## src/rtl/dircc_mem_reader_pkg.sv

```systemverilog
// Shared defaults and FSM encoding for the halfword memory-to-stream reader.
package dircc_mem_reader_pkg;

    localparam int DEF_ADDR_W = 14;
    localparam int DEF_DATA_W = 16;
    localparam int DEF_LEN_W  = 14;
    localparam int MEM_WORDS  = 15000;

    typedef enum logic [1:0] {
        ST_IDLE  = 2'd0,
        ST_READ  = 2'd1,
        ST_DRAIN = 2'd2
    } fsm_state_e;

endpackage

```

## src/rtl/dircc_sync_fifo.sv

```systemverilog
// Single-clock FIFO with occupancy count; push and pop in the same cycle are legal even when full.
module dircc_sync_fifo #(
    parameter int WIDTH = 18,
    parameter int DEPTH = 4
) (
    input  logic                     clk,
    input  logic                     reset,
    input  logic                     wr_en,
    input  logic [WIDTH-1:0]         wr_data,
    input  logic                     rd_en,
    output logic [WIDTH-1:0]         rd_data,
    output logic [$clog2(DEPTH):0]   count,
    output logic                     full,
    output logic                     empty
);

    localparam int AW = $clog2(DEPTH);

    logic [WIDTH-1:0] mem [DEPTH];
    logic [AW-1:0]    wr_ptr;
    logic [AW-1:0]    rd_ptr;
    logic             do_wr;
    logic             do_rd;

    assign empty   = (count == '0);
    assign full    = (count == (AW+1)'(DEPTH));
    assign do_rd   = rd_en && !empty;
    assign do_wr   = wr_en && (!full || do_rd);
    assign rd_data = mem[rd_ptr];

    always_ff @(posedge clk or posedge reset) begin
        if (reset) begin
            wr_ptr <= '0;
            rd_ptr <= '0;
            count  <= '0;
        end else begin
            if (do_wr) wr_ptr <= wr_ptr + AW'(1);
            if (do_rd) rd_ptr <= rd_ptr + AW'(1);
            case ({do_wr, do_rd})
                2'b10:   count <= count + (AW+1)'(1);
                2'b01:   count <= count - (AW+1)'(1);
                default: count <= count;
            endcase
        end
    end

    // Storage carries no reset; the pointers and count define what is valid.
    always_ff @(posedge clk) begin
        if (do_wr) mem[wr_ptr] <= wr_data;
    end

endmodule

```

## src/rtl/dircc_mem_stream_reader.sv

```systemverilog
// Reads a run of halfwords from a fixed-latency memory port and streams them out with sop/eop framing.
module dircc_mem_stream_reader
    import dircc_mem_reader_pkg::*;
#(
    parameter int ADDR_W     = DEF_ADDR_W,
    parameter int DATA_W     = DEF_DATA_W,
    parameter int LEN_W      = DEF_LEN_W,
    parameter int FIFO_DEPTH = 4
) (
    input  logic              clk,
    input  logic              reset,
    input  logic              cmd_valid,
    output logic              cmd_ready,
    input  logic [ADDR_W-1:0] cmd_addr,
    input  logic [LEN_W-1:0]  cmd_len,
    output logic              busy,
    output logic              done,
    output logic [ADDR_W-1:0] mem_address,
    output logic              mem_chipselect,
    output logic              mem_write,
    output logic [1:0]        mem_byteenable,
    output logic              mem_clken,
    input  logic [DATA_W-1:0] mem_readdata,
    output logic              src_valid,
    input  logic              src_ready,
    output logic [DATA_W-1:0] src_data,
    output logic              src_sop,
    output logic              src_eop,
    output logic [1:0]        fsm_state
);

    localparam int CW = $clog2(FIFO_DEPTH) + 1;

    fsm_state_e        state;
    logic [ADDR_W-1:0] rd_addr;
    logic [LEN_W-1:0]  rd_idx;
    logic [LEN_W-1:0]  last_idx;
    logic              rd_pend;
    logic              pend_sop;
    logic              pend_eop;
    logic [CW-1:0]     fifo_count;
    logic              fifo_full;
    logic              fifo_empty;
    logic [DATA_W+1:0] fifo_head;
    logic              issue;
    logic              last_issue;
    logic              pop;

    assign cmd_ready      = (state == ST_IDLE);
    assign busy           = (state == ST_READ) || (state == ST_DRAIN);
    assign fsm_state      = state;
    assign mem_write      = 1'b0;
    assign mem_byteenable = 2'b11;
    assign mem_clken      = 1'b1;
    assign mem_address    = rd_addr;
    assign mem_chipselect = issue;

    // Reads in flight count against capacity so every returning word has a free slot.
    assign issue      = (state == ST_READ) && !fifo_full
                        && ((fifo_count + CW'(rd_pend)) < CW'(FIFO_DEPTH));
    assign last_issue = issue && (rd_idx == last_idx);

    assign src_valid = !fifo_empty;
    assign pop       = src_valid && src_ready;
    assign {src_sop, src_eop, src_data} = fifo_head;

    always_ff @(posedge clk or posedge reset) begin
        if (reset) begin
            state    <= ST_IDLE;
            rd_addr  <= '0;
            rd_idx   <= '0;
            last_idx <= '0;
            rd_pend  <= 1'b0;
            pend_sop <= 1'b0;
            pend_eop <= 1'b0;
            done     <= 1'b0;
        end else begin
            done     <= 1'b0;
            rd_pend  <= issue;
            pend_sop <= issue && (rd_idx == '0);
            pend_eop <= last_issue;
            case (state)
                ST_IDLE: begin
                    if (cmd_valid) begin
                        if (cmd_len == '0) begin
                            done <= 1'b1;
                        end else begin
                            rd_addr  <= cmd_addr;
                            rd_idx   <= '0;
                            last_idx <= cmd_len - LEN_W'(1);
                            state    <= ST_READ;
                        end
                    end
                end
                ST_READ: begin
                    if (issue) begin
                        rd_addr <= rd_addr + ADDR_W'(1);
                        rd_idx  <= rd_idx + LEN_W'(1);
                        if (last_issue) state <= ST_DRAIN;
                    end
                end
                ST_DRAIN: begin
                    if (pop && src_eop) begin
                        state <= ST_IDLE;
                        done  <= 1'b1;
                    end
                end
                default: state <= ST_IDLE;
            endcase
        end
    end

    dircc_sync_fifo #(
        .WIDTH (DATA_W + 2),
        .DEPTH (FIFO_DEPTH)
    ) u_fifo (
        .clk     (clk),
        .reset   (reset),
        .wr_en   (rd_pend),
        .wr_data ({pend_sop, pend_eop, mem_readdata}),
        .rd_en   (pop),
        .rd_data (fifo_head),
        .count   (fifo_count),
        .full    (fifo_full),
        .empty   (fifo_empty)
    );

endmodule

```

## config.mk

```make
export PLATFORM = sky130hd
export DESIGN_NAME = dircc_mem_stream_reader
export DESIGN_NICKNAME = d
export VERILOG_FILES = /design/src/rtl/dircc_mem_reader_pkg.sv /design/src/rtl/dircc_sync_fifo.sv /design/src/rtl/dircc_mem_stream_reader.sv
export SDC_FILE = /design/constraint.sdc
export NUM_CORES = 1
export LEC_CHECK = 0
export ABC_AREA = 1
export BUFFER_PORTS_ARGS = -buffer_cell sky130_fd_sc_hd__buf_4
export CORE_MARGIN = 8
export CORE_UTILIZATION = 38
export DETAILED_ROUTE_END_ITERATION = 12
export PLACE_DENSITY = 0.61
export SYNTH_ARGS = -nofsm -noshare
export SYNTH_HDL_FRONTEND = slang
export SYNTH_HIERARCHICAL = 1
export SYNTH_SLANG_ARGS = --single-unit
```

## constraint.sdc

```tcl
create_clock -name clk -period 2.3 [get_ports clk]
set_input_delay 0 -clock clk [delete_from_list [all_inputs] [get_ports clk]]
set_output_delay 0 -clock clk [all_outputs]
set_load 0.03 [all_outputs]
```

==> key figures, run 1 <==
Synthesis
  – Seq/Total Area, Yosys: 0.553
  – Asr flop ratio synth: 0.433
  – Number of flops mapped to enable cells by yosys: 72
  – Syn Inst Count: 704
  – Synth Flop Type: edfxtp_1
  – Avg Cell Area, Syn: 9.09 µm²
  – Post-synthesis register bit count: 127
  – Synth cell types: 43
  – Synth area leader: edfxtp_1
  – Cell Area, Synth: 6400 µm²
  – Synth cell count leaders: nand2_1 (160), nor2_1 (88), edfxtp_1 (72)
  – Synth top area cells: edfxtp_1 (34%), dfrtp_1 (22%), nand2_1 (9.4%)
  – Top cell type's share of synthesized area: 0.338
  – Synth Warn #: 6
  – Most frequent cell after synthesis: nand2_1

Clocking
  – H-tree depth: 4
  – Max Buffers Root-to-Sink: 2
  – CTS Buf Count: 17
  – CTS tree: yes
  – Cts repair resizes: 0
  – Worst skew pair latency: 0.42 ns
  – CTS Hold Bufs: 45
  – Clk sinks: 127
  – Clk slew on worst S/H paths: 0.06 ns
  – Post-CTS Setup Inserts: 0
  – Clock root buffer: clkbuf_16

STA
  – Final period utilization: 0.854
  – Setup_tns: 0 ns
  – Final hold vios: 0
  – Max Slew Vio Count: 0
  – Worst Slack Setup Final: 0.335 ns
  – Fmax: 509 MHz
  – Relative slew slack: 0.577
  – Tmin final: 1.96 ns
  – Worst slew pin tran: 0.634 ns
  – Setup Skew: 0.00587 ns
  – Final setup fails: 0
  – Unrepaired setup endpoints after global routing: false

Detailed routing
  – Antenna viol nets, final: 0
  – Detailed Route Iter0 Violations: 187
  – Via count: 5133
  – Post-route DRC: 0
  – Via density: 4.77
  – WL/cell: 14.1 µm
  – WL final: 15200 µm
  – DR pass1 iterations: 4

Power
  – Leakage: 3.54 nW
  – Worst vdd ir: 0.794 mV
  – Comb power frac: 0.439
  – Sw frac: 0.427
  – Seq pwr share: 0.324
  – NetSw: 4.48 mW
  – Int Pwr: 6.03 mW
  – Clk pwr share: 0.237
  – Power Total: 10.5 mW
  – PwrDens: 1270 nW/µm²

Global routing
  – GRT Resource Usage Total: 0.147
  – Total gr overflow: 0
  – Vias in the first global route: 5225
  – Initial antenna violation count: 0
  – Largest net degree at the start of global routing: 49
  – GRT met2 Usage: 0.260
  – Top Usage Layer GRT: met2
  – Met1 usage: 0.164
  – M3 GR Usage: 0.0351
  – First-pass GRT wire length: 25200 µm

Finish
  – Sequential cell area: 3540 µm²
  – Final instance area: 8260 µm²
  – Filler cell count: 1541
  – Fin nets: 905
  – Area of the multi-input gates: 2430 µm²
  – Diodes inserted: 0
  – Area Overhead vs Synth: 29.1%
  – Layout cell share with drive strength beyond 1: 0.178

Place
  – I/O Buffers: 86
  – Placed Area: 7260 µm²
  – Final HPWL DP: 10500 µm
  – Routability-driven placement congestion ratio: 0.822
  – Dpl ws: 0.461 ns

Setup path
  – WS Path Type: flop to primary output
  – Worst reg2reg path startpoint: u_fifo/count[0]$_DFFE_PP0P_
  – Crit path max fanout: 27
  – CP required: 2.30 ns
  – Critical path startpoint category: flop
  – Crit end category: primary output
  – Slowest CP cell: dfrtp_1
  – Crit path DAT: 1.96 ns
  – Crit-path max cell delay: 0.53 ns
  – CP most frequent cell: buf_4
  – CP cell instances: inv_4 > buf_4 > nor2_1 > o22ai_1 > buf_4
  – Worst Setup SP: u_fifo/rd_ptr[0]$_DFFE_PP0N_

Floorplan
  – Die ar.: 21200 µm²
  – Starting density of the core: 0.387
  – Die Span Y: 146 µm
  – Core Box Area: 16500 µm²
  – Std-Cell Rows: 47
  – Die W: 146 µm
  – Ports: 91

Outcome
  – Status: complete, no violations

Hold path
  – Hold Startpoint: cmd_len[1]
  – HP Class: input pin to flop

Job
  – Number of max-cap violations: 0
==> sequential cells by signal, indices dropped and copies added (netlist names) <==
register / flops
u_fifo/wr_ptr: 2
u_fifo/mem: 72
fsm_state: 2
last_idx: 14
u_fifo/rd_ptr: 2
u_fifo/count: 3
rd_pend: 1
pend_sop: 1
pend_eop: 1
mem_address: 14
rd_idx: 14
done: 1
==> through the flow <==
stage / cells / util / hold WS, ns
after detailed placement: 999 / 0.439 / -0.0267
after floorplan: 706 / - / -0.197
after global placement: 999 / 0.439 / -0.0278
after CTS: 1076 / 0.500 / 0.0268
after global routing: 1076 / 0.500 / 0.0717
final: 1076 / 0.500 / 0.0474
==> area by class of cell <==
type	count	area share
flip-flops and latches	127	0.428
multi-input cells	482	0.294
repair buffers	145	0.145
clock buffers	18	0.0520
well taps	220	0.0333
inverters	70	0.0324
clock inverters	14	0.0144
==> path summary, 6_finish.rpt <==
check	endpoint	slack (ns)	depth (start not counted)
worst max-delay path	src_data[11]	0.34	5
worst min-delay path	last_idx[3]$_DFFE_PP0P_	0.05	5
worst max register to register	u_fifo/count[1]$_DFFE_PP0P_	0.45	10
worst min register to register	u_fifo/mem[2][17]$_DFFE_PP_	0.50	0
max in group asynchronous	mem_address[0]$_DFFE_PP0P_	1.55	4
min in group asynchronous	u_fifo/count[0]$_DFFE_PP0P_	0.09	3
==> critical path: cells and delay by family, from the launching register on <==
family	cells	cell delay (ns)
flops	1	0.53
buf+inv	3	0.72
compound gates	1	0.21
simple gates	1	0.09
==> cell families (layout without fill, tap and decap cells) <==
| group | Yosys count | in the layout | synth area share |
|---|---|---|---|
| simple gates | 328 | 328 | 0.219 |
| flops | 127 | 127 | 0.553 |
| compound gates | 111 | 111 | 0.0954 |
| buf+inv | 97 | 247 | 0.0686 |
| xor+xnor | 25 | 25 | 0.0342 |
| fa+ha+maj | 14 | 14 | 0.0285 |
| other cells | 2 | 4 | 0.00117 |
==> cells in the final DEF, fill, tap and decap left out, types with 3 or more instances in the layout <==
cell | Yosys | final
nand3_2 | 3 | 3
inv_1 | 66 | 65
dfrtp_1 | 55 | 55
edfxtp_1 | 72 | 72
dlygate4sd3_1 | 0 | 45
nor3_1 | 9 | 9
inv_2 | 2 | 3
nand3_1 | 42 | 42
xnor2_1 | 4 | 4
o21ai_1 | 27 | 27
nand4_1 | 8 | 8
ha_1 | 13 | 13
nand2_2 | 4 | 4
o21ai_0 | 51 | 51
nor2_1 | 88 | 88
xor2_1 | 21 | 21
clkinvlp_4 | 0 | 6
clkbuf_16 | 0 | 17
o22ai_1 | 18 | 18
nand2_1 | 160 | 160
a21oi_1 | 6 | 6
conb_1 | 2 | 4
buf_4 | 9 | 100
nor2_2 | 5 | 5
==> layer usage <==
| metal | vias up | share of wire |
|---|---|---|
| met3 | 18 | 0.039 |
| met5 | - | 0 |
| met4 | 0 | 0.017 |
| li1 | 2617 | - |
| met1 | 2407 | 0.43 |
| met2 | 91 | 0.51 |
==> power by group through the flow <==
stage                     Combinational (mW)  Clock, mW  Sequential, mW
after floorplan                         3.07          0            3.57
after global placement                  4.57          0            3.44
after detailed placement                4.61          0            3.46
after CTS                               4.70       2.54            3.42
after global routing                    5.14       2.65            3.48
final                                   4.62       2.49            3.41
Power figures use the tool's default switching activity.
==> inputs of run 2 (changes only) <==
--- a/config.mk
+++ b/config.mk
@@ -10,7 +10,6 @@
 export CORE_MARGIN = 8
 export CORE_UTILIZATION = 38
 export DETAILED_ROUTE_END_ITERATION = 12
-export PLACE_DENSITY = 0.61
 export SYNTH_ARGS = -nofsm -noshare
 export SYNTH_HDL_FRONTEND = slang
 export SYNTH_HIERARCHICAL = 1
==> key figures, run 2 (synthesis results as in run 1) <==
STA
  – Relative slew slack: 0.586 (+0.00841)
  – Unrepaired setup endpoints after global routing: false
  – Tmin final: 1.98 ns (+0.0121 ns)
  – Final setup fails: 0 (unchanged)
  – Final period utilization: 0.860 (+0.00525)
  – Max Slew Vio Count: 0 (unchanged)
  – Worst slew pin tran: 0.622 ns (-0.0126 ns)
  – Fmax: 506 MHz (-0.61%)
  – Final hold vios: 0 (unchanged)
  – Worst-case hold slack: 0.0343 ns (-0.0130 ns)
  – Setup Skew: 0.00873 ns (+0.00286 ns)

Floorplan
  – Die W: 146 µm (unchanged)
  – Die Span Y: 146 µm (unchanged)
  – Core Box Area: 16500 µm² (unchanged)
  – Die ar.: 21200 µm² (unchanged)
  – Ports: 91 (unchanged)
  – Std-Cell Rows: 47 (unchanged)
  – Starting density of the core: 0.387 (unchanged)

Clocking
  – Clock root buffer: clkbuf_16
  – Worst skew pair latency: 0.42 ns (about the same)
  – Clk sinks: 127 (unchanged)
  – Cts repair resizes: 0 (unchanged)
  – H-tree depth: 4 (unchanged)
  – CTS tree: yes
  – Max Buffers Root-to-Sink: 2 (unchanged)
  – CTS Buf Count: 17 (unchanged)
  – Clk slew on worst S/H paths: 0.06 ns (about the same)

Finish
  – Final instance area: 8290 µm² (+0.38%)
  – Commonest non-fill, non-tap cell in the layout: nand2_1
  – Filler cell count: 1552 (+0.71%)
  – Most frequent cells in the layout: nand2_1 (160), buf_4 (101), nor2_1 (88)
  – Area of the multi-input gates: 2430 µm² (unchanged)
  – Sequential cell area: 3540 µm² (unchanged)
  – Area Overhead vs Synth: 29.6%
  – Finished Layout Cells: 1078 (+0.19%)
  – Fin nets: 906 (+0.11%)
  – Util after Layout: 0.502 (+0.00189)
  – Layout cell share with drive strength beyond 1: 0.177 (-0.000207)
  – Max reg flops: 72 (unchanged)
  – Most flops, register: u_fifo/mem

Setup path
  – Crit-path max cell delay: 0.50 ns (-0.03 ns)
  – Worst Setup SP: u_fifo/rd_ptr[0]$_DFFE_PP0N_
  – CP required: 2.30 ns (about the same)
  – CP cell instances: inv_4 > buf_4 > nor2_1 > o22ai_1 > buf_4
  – Crit path DAT: 1.98 ns (+0.02 ns)
  – Crit path max fanout: 29 (+7.4%)
  – CP most frequent cell: buf_4
  – Slowest CP cell: dfrtp_1
  – Critical path startpoint category: flop
  – Crit end category: primary output
  – Worst reg2reg path startpoint: fsm_state[1]$_DFFE_PP0P_
  – WS Path Type: flop to primary output

Place
  – Placed Area: 7270 µm² (+0.10%)
  – I/O Buffers: 86 (unchanged)
  – Routability-driven placement congestion ratio: 0.822 (about the same)
  – Final HPWL DP: 10300 µm (-1.1%)
  – Dpl cells: 1000 (+0.10%)

Detailed routing
  – Via count: 5048 (-1.7%)
  – WL/cell: 14.1 µm (-0.20%)
  – Detailed Route Iter0 Violations: 330 (+76%)
  – Via density: 4.68 (-1.8%)
  – WL final: 15200 µm (about the same)
  – Post-route DRC: 0 (unchanged)
  – Antenna viol nets, final: 0 (unchanged)
  – DR pass1 iterations: 4 (unchanged)

Global routing
  – Total gr overflow: 0 (unchanged)
  – Initial antenna violation count: 1 (+1)
  – Vias in the first global route: 4935 (-5.6%)
  – GRT Resource Usage Total: 0.146 (-0.000596)
  – Largest net degree at the start of global routing: 49 (unchanged)
  – First-pass GRT wire length: 25100 µm (-0.41%)

Power
  – Leakage: 3.56 nW (+0.70%)
  – Worst vdd ir: 0.588 mV (-26%)
  – PwrDens: 1280 nW/µm² (+0.61%)
  – Comb power frac: 0.437 (-0.002)
  – Int Pwr: 6.18 mW (+2.5%)
  – Seq pwr share: 0.321 (-0.003)
  – Power Total: 10.6 mW (+1.0%)
  – NetSw: 4.44 mW (-0.99%)
  – Clk pwr share: 0.242 (+0.005)
  – Sw frac: 0.418 (-0.00838)

Outcome
  – Status: complete, no violations

Job
  – Number of max-cap violations: 0 (unchanged)

Hold path
  – Hold Startpoint: cmd_len[1]
  – HP Class: input pin to flop
## run 2: cell types whose count changed in the layout (fill, tap and decap cells not counted), sizes merged
cell	previous run	this run
buf	100	101
bufinv	1	2
clkbuf	18	22
clkinvlp	6	3
diode	0	1
inv	72	70
## run 2: what timing repair did
item / 4_1_cts / 5_1_grt
buffers inserted: 0 / 0
hold endpoints to repair: 147 / 0
hold buffers: 45 / 0
## run 2: path summary, 6_finish.rpt
path                                                to  slack [ns]  cells after the start
min                            last_idx[1]$_DFFE_PP0P_        0.03                      4
max in group asynchronous            rd_pend$_DFF_PP0_        1.55                      4
min reg2reg                u_fifo/mem[3][17]$_DFFE_PP_        0.49                      0
max reg2reg                mem_address[13]$_DFFE_PP0P_        0.36                     10
max                                            src_sop        0.32                      5
min in group asynchronous  u_fifo/count[1]$_DFFE_PP0P_        0.12                      3
## run 2: per-stage QoR
stage,worst slack (ns),TNS (ns)
6_report,0.323,0
5_1_grt,0.151,0
4_1_cts,0.327,0
3_5_place_dp,0.389,0
3_3_place_gp,0.467,0
2_1_floorplan,-0.0314,-2.26
## run 2: cell type report
| cell class | instances | share of cell area |
|---|---|---|
| Antenna cell | 1 | 0.000302 |
| Clock buffer | 22 | 0.0548 |
| Clock inverter | 10 | 0.0139 |
| Inverter | 70 | 0.0323 |
| Multi-Input combinational cell | 482 | 0.293 |
| Sequential cell | 127 | 0.427 |
| Tap cell | 220 | 0.0332 |
| Timing Repair Buffer | 146 | 0.146 |
## run 2: power groups by stage
stage	clock (mW)	combinational (mW)	sequential (mW)
floorplan	0	3.07	3.57
global placement	0	4.59	3.44
detailed placement	0	4.64	3.45
CTS	2.63	4.71	3.41
global route	2.71	5.16	3.48
finish	2.57	4.64	3.41
## run 2: layer usage
| metal | GRT usage | up-vias | part of all wire | wire length, µm |
|---|---|---|---|---|
| met1 | 0.175 | 2336 | 0.45 | 6860 |
| met4 | 0.0422 | 0 | 0.0099 | 151 |
| met3 | 0.0423 | 12 | 0.040 | 607 |
| li1 | - | 2615 | - | - |
| met5 | 0 | - | 0 | 0 |
| met2 | 0.251 | 85 | 0.50 | 7570 |
## run 2: critical path, delay by kind of cell (launching register included)
family                 cells  cell delay, ns
flip-flops                 1            0.50
buffers and inverters      3            0.71
AND/OR/NAND/NOR            1            0.07
AO/OA/AOI/OAI              1            0.26
==> inputs of run 3 (changes only) <==
--- a/config.mk
+++ b/config.mk
@@ -8,8 +8,9 @@
 export ABC_AREA = 1
 export BUFFER_PORTS_ARGS = -buffer_cell sky130_fd_sc_hd__buf_4
 export CORE_MARGIN = 8
-export CORE_UTILIZATION = 38
+export CORE_UTILIZATION = 52
 export DETAILED_ROUTE_END_ITERATION = 12
+export PLACE_DENSITY = 0.76
 export SYNTH_ARGS = -nofsm -noshare
 export SYNTH_HDL_FRONTEND = slang
 export SYNTH_HIERARCHICAL = 1
==> constraint.sdc (replaced) <==
create_clock -name clk -period 2.3 [get_ports clk]
set_input_delay 0 -clock clk [delete_from_list [all_inputs] [get_ports clk]]
set_output_delay 0 -clock clk [all_outputs]
set_load 0.1 [all_outputs]
==> key figures, run 3 (synthesis results as in run 1) <==
Finish
  – Most frequent cells in the layout: nand2_1 (160), buf_4 (102), nor2_1 (88)
  – Diodes inserted: 0 (-1)
  – Filler cell count: 848 (-45%)
  – Max reg flops: 72 (unchanged)
  – Fin nets: 908 (+0.22%)
  – Commonest non-fill, non-tap cell in the layout: nand2_1
  – Final instance area: 8340 µm² (+0.57%)
  – Layout cell share with drive strength beyond 1: 0.198 (+0.0205)
  – Area of the multi-input gates: 2520 µm² (+3.7%)
  – Sequential cell area: 3540 µm² (about the same)
  – Most flops, register: u_fifo/mem
  – Area Overhead vs Synth: 30.3%

STA
  – Tmin final: 2.11 ns (+0.135 ns)
  – Final period utilization: 0.918 (+0.0588)
  – Worst slew pin tran: 0.515 ns (-0.107 ns)
  – Max Slew Vio Count: 0 (unchanged)
  – Final hold vios: 0 (unchanged)
  – Relative slew slack: 0.654 (+0.0685)
  – Unrepaired setup endpoints after global routing: false
  – Fmax: 473 MHz (-6.4%)
  – Final setup fails: 0 (unchanged)
  – Setup Skew: 0.00842 ns (-0.000311 ns)
  – Worst-case hold slack: 0.0458 ns (+0.0115 ns)

Hold path
  – Worst Hold Depth: 4 (unchanged)
  – HP Class: input pin to flop
  – Hold Startpoint: cmd_len[1]
  – Worst hold endpoint: last_idx[1]$_DFFE_PP0P_

Floorplan
  – Core Box Area: 12000 µm² (-27%)
  – Die Span Y: 127 µm (-13%)
  – Std-Cell Rows: 40 (-15%)
  – Ports: 91 (unchanged)
  – Starting density of the core: 0.533 (+0.145)
  – Die W: 127 µm (-13%)
  – Die ar.: 16100 µm² (-24%)

Global routing
  – GRT Resource Usage Total: 0.201 (+0.0540)
  – Largest net degree at the start of global routing: 33 (-33%)
  – First-pass GRT wire length: 26100 µm (+3.9%)
  – Initial antenna violation count: 0 (-1)
  – Top Usage Layer GRT: met2
  – M3 GR Usage: 0.0469 (+0.00463)
  – Met1 usage: 0.222 (+0.0475)
  – Total gr overflow: 0 (unchanged)
  – GRT met2 Usage: 0.365 (+0.114)
  – Vias in the first global route: 5424 (+9.9%)

Place
  – I/O Buffers: 86 (unchanged)
  – Routability-driven placement congestion ratio: 0.897 (+9.2%)
  – Placed Area: 7280 µm² (+0.10%)
  – Final HPWL DP: 10600 µm (+2.4%)

Detailed routing
  – DR pass1 iterations: 5 (+1)
  – Post-route DRC: 0 (unchanged)
  – Via density: 5.29 (+13%)
  – Detailed Route Iter0 Violations: 374 (+13%)
  – WL final: 15500 µm (+2.1%)
  – Via count: 5319 (+5.4%)
  – Antenna viol nets, final: 0 (unchanged)
  – WL/cell: 15.4 µm (+9.4%)

Setup path
  – WS Path Type: flop to primary output
  – Crit path max fanout: 20 (-31%)
  – Crit path DAT: 2.11 ns (+0.13 ns)
  – Critical path startpoint category: flop
  – Worst reg2reg path startpoint: fsm_state[1]$_DFFE_PP0P_
  – R2R cell count: 10 (unchanged)
  – Worst Setup SP: fsm_state[1]$_DFFE_PP0P_
  – R2R Setup Slk: 0.20 ns (-0.16 ns)
  – R2r endpoint: rd_idx[0]$_DFFE_PP0P_
  – Crit end category: primary output
  – CP required: 2.30 ns (about the same)

Clocking
  – Max Buffers Root-to-Sink: 2 (unchanged)
  – CTS Buf Count: 17 (unchanged)
  – Post-CTS Setup Inserts: 0 (unchanged)
  – Worst skew pair latency: 0.42 ns (about the same)
  – Clock root buffer: clkbuf_16
  – Clk slew on worst S/H paths: 0.06 ns (about the same)
  – Clk sinks: 127 (unchanged)
  – CTS tree: yes
  – H-tree depth: 4 (unchanged)

Outcome
  – Status: complete, no violations

Job
  – Number of max-cap violations: 0 (unchanged)
==> run 3: layout make-up <==
class,instances,share of cell area
Clock inverter,12,0.0158
Clock buffer,20,0.0561
Multi-Input combinational cell,482,0.302
Tap cell,147,0.0221
Inverter,70,0.0324
Timing Repair Buffer,148,0.147
Sequential cell,127,0.425
==> run 3: through the flow <==
step                 util  setup WS [ns]  std cells  TNS [ns]
CTS                 0.694          0.164       1006         0
finish              0.694          0.188       1006         0
global route        0.694         0.0385       1006         0
global placement    0.606          0.293        928         0
floorplan               -        -0.0314        706     -2.26
detailed placement  0.606          0.172        928         0
==> run 3: per-layer routing <==
layer,share of wire,wire length [µm],vias up
met3,0.046,710,24
met4,0.016,243,0
li1,-,-,2619
met5,0,0,-
met1,0.40,6250,2531
met2,0.54,8300,145
==> run 3: timing repair <==
item,in CTS,in global routing
setup endpoints to repair,0,2
hold buffers,46,0
resized for setup,0,1
hold endpoints to repair,147,0
==> run 3: worst max path at each step <==
stage	depth (start not counted)	to	slack [ns]
floorplan	6	u_fifo/mem[0][0]$_DFFE_PP_	-0.03
global placement	10	mem_address[13]$_DFFE_PP0P_	0.29
detailed placement	10	mem_address[13]$_DFFE_PP0P_	0.17
CTS	10	rd_idx[0]$_DFFE_PP0P_	0.16
global route	10	mem_address[13]$_DFFE_PP0P_	0.04
finish	7	mem_chipselect	0.19
==> run 3: worst max-delay path: stages (launching register included) <==
cell and delay (ns):
dfrtp_2 0.43, inv_1 0.14, ha_1 0.24, inv_2 0.17, nor2_2 0.13, nand3_2 0.14
inv_1 0.14, buf_4 0.30
Power of run 3 is not shown: default switching activity piles up to over one toggle a cycle in this logic, so the estimate is an artifact.
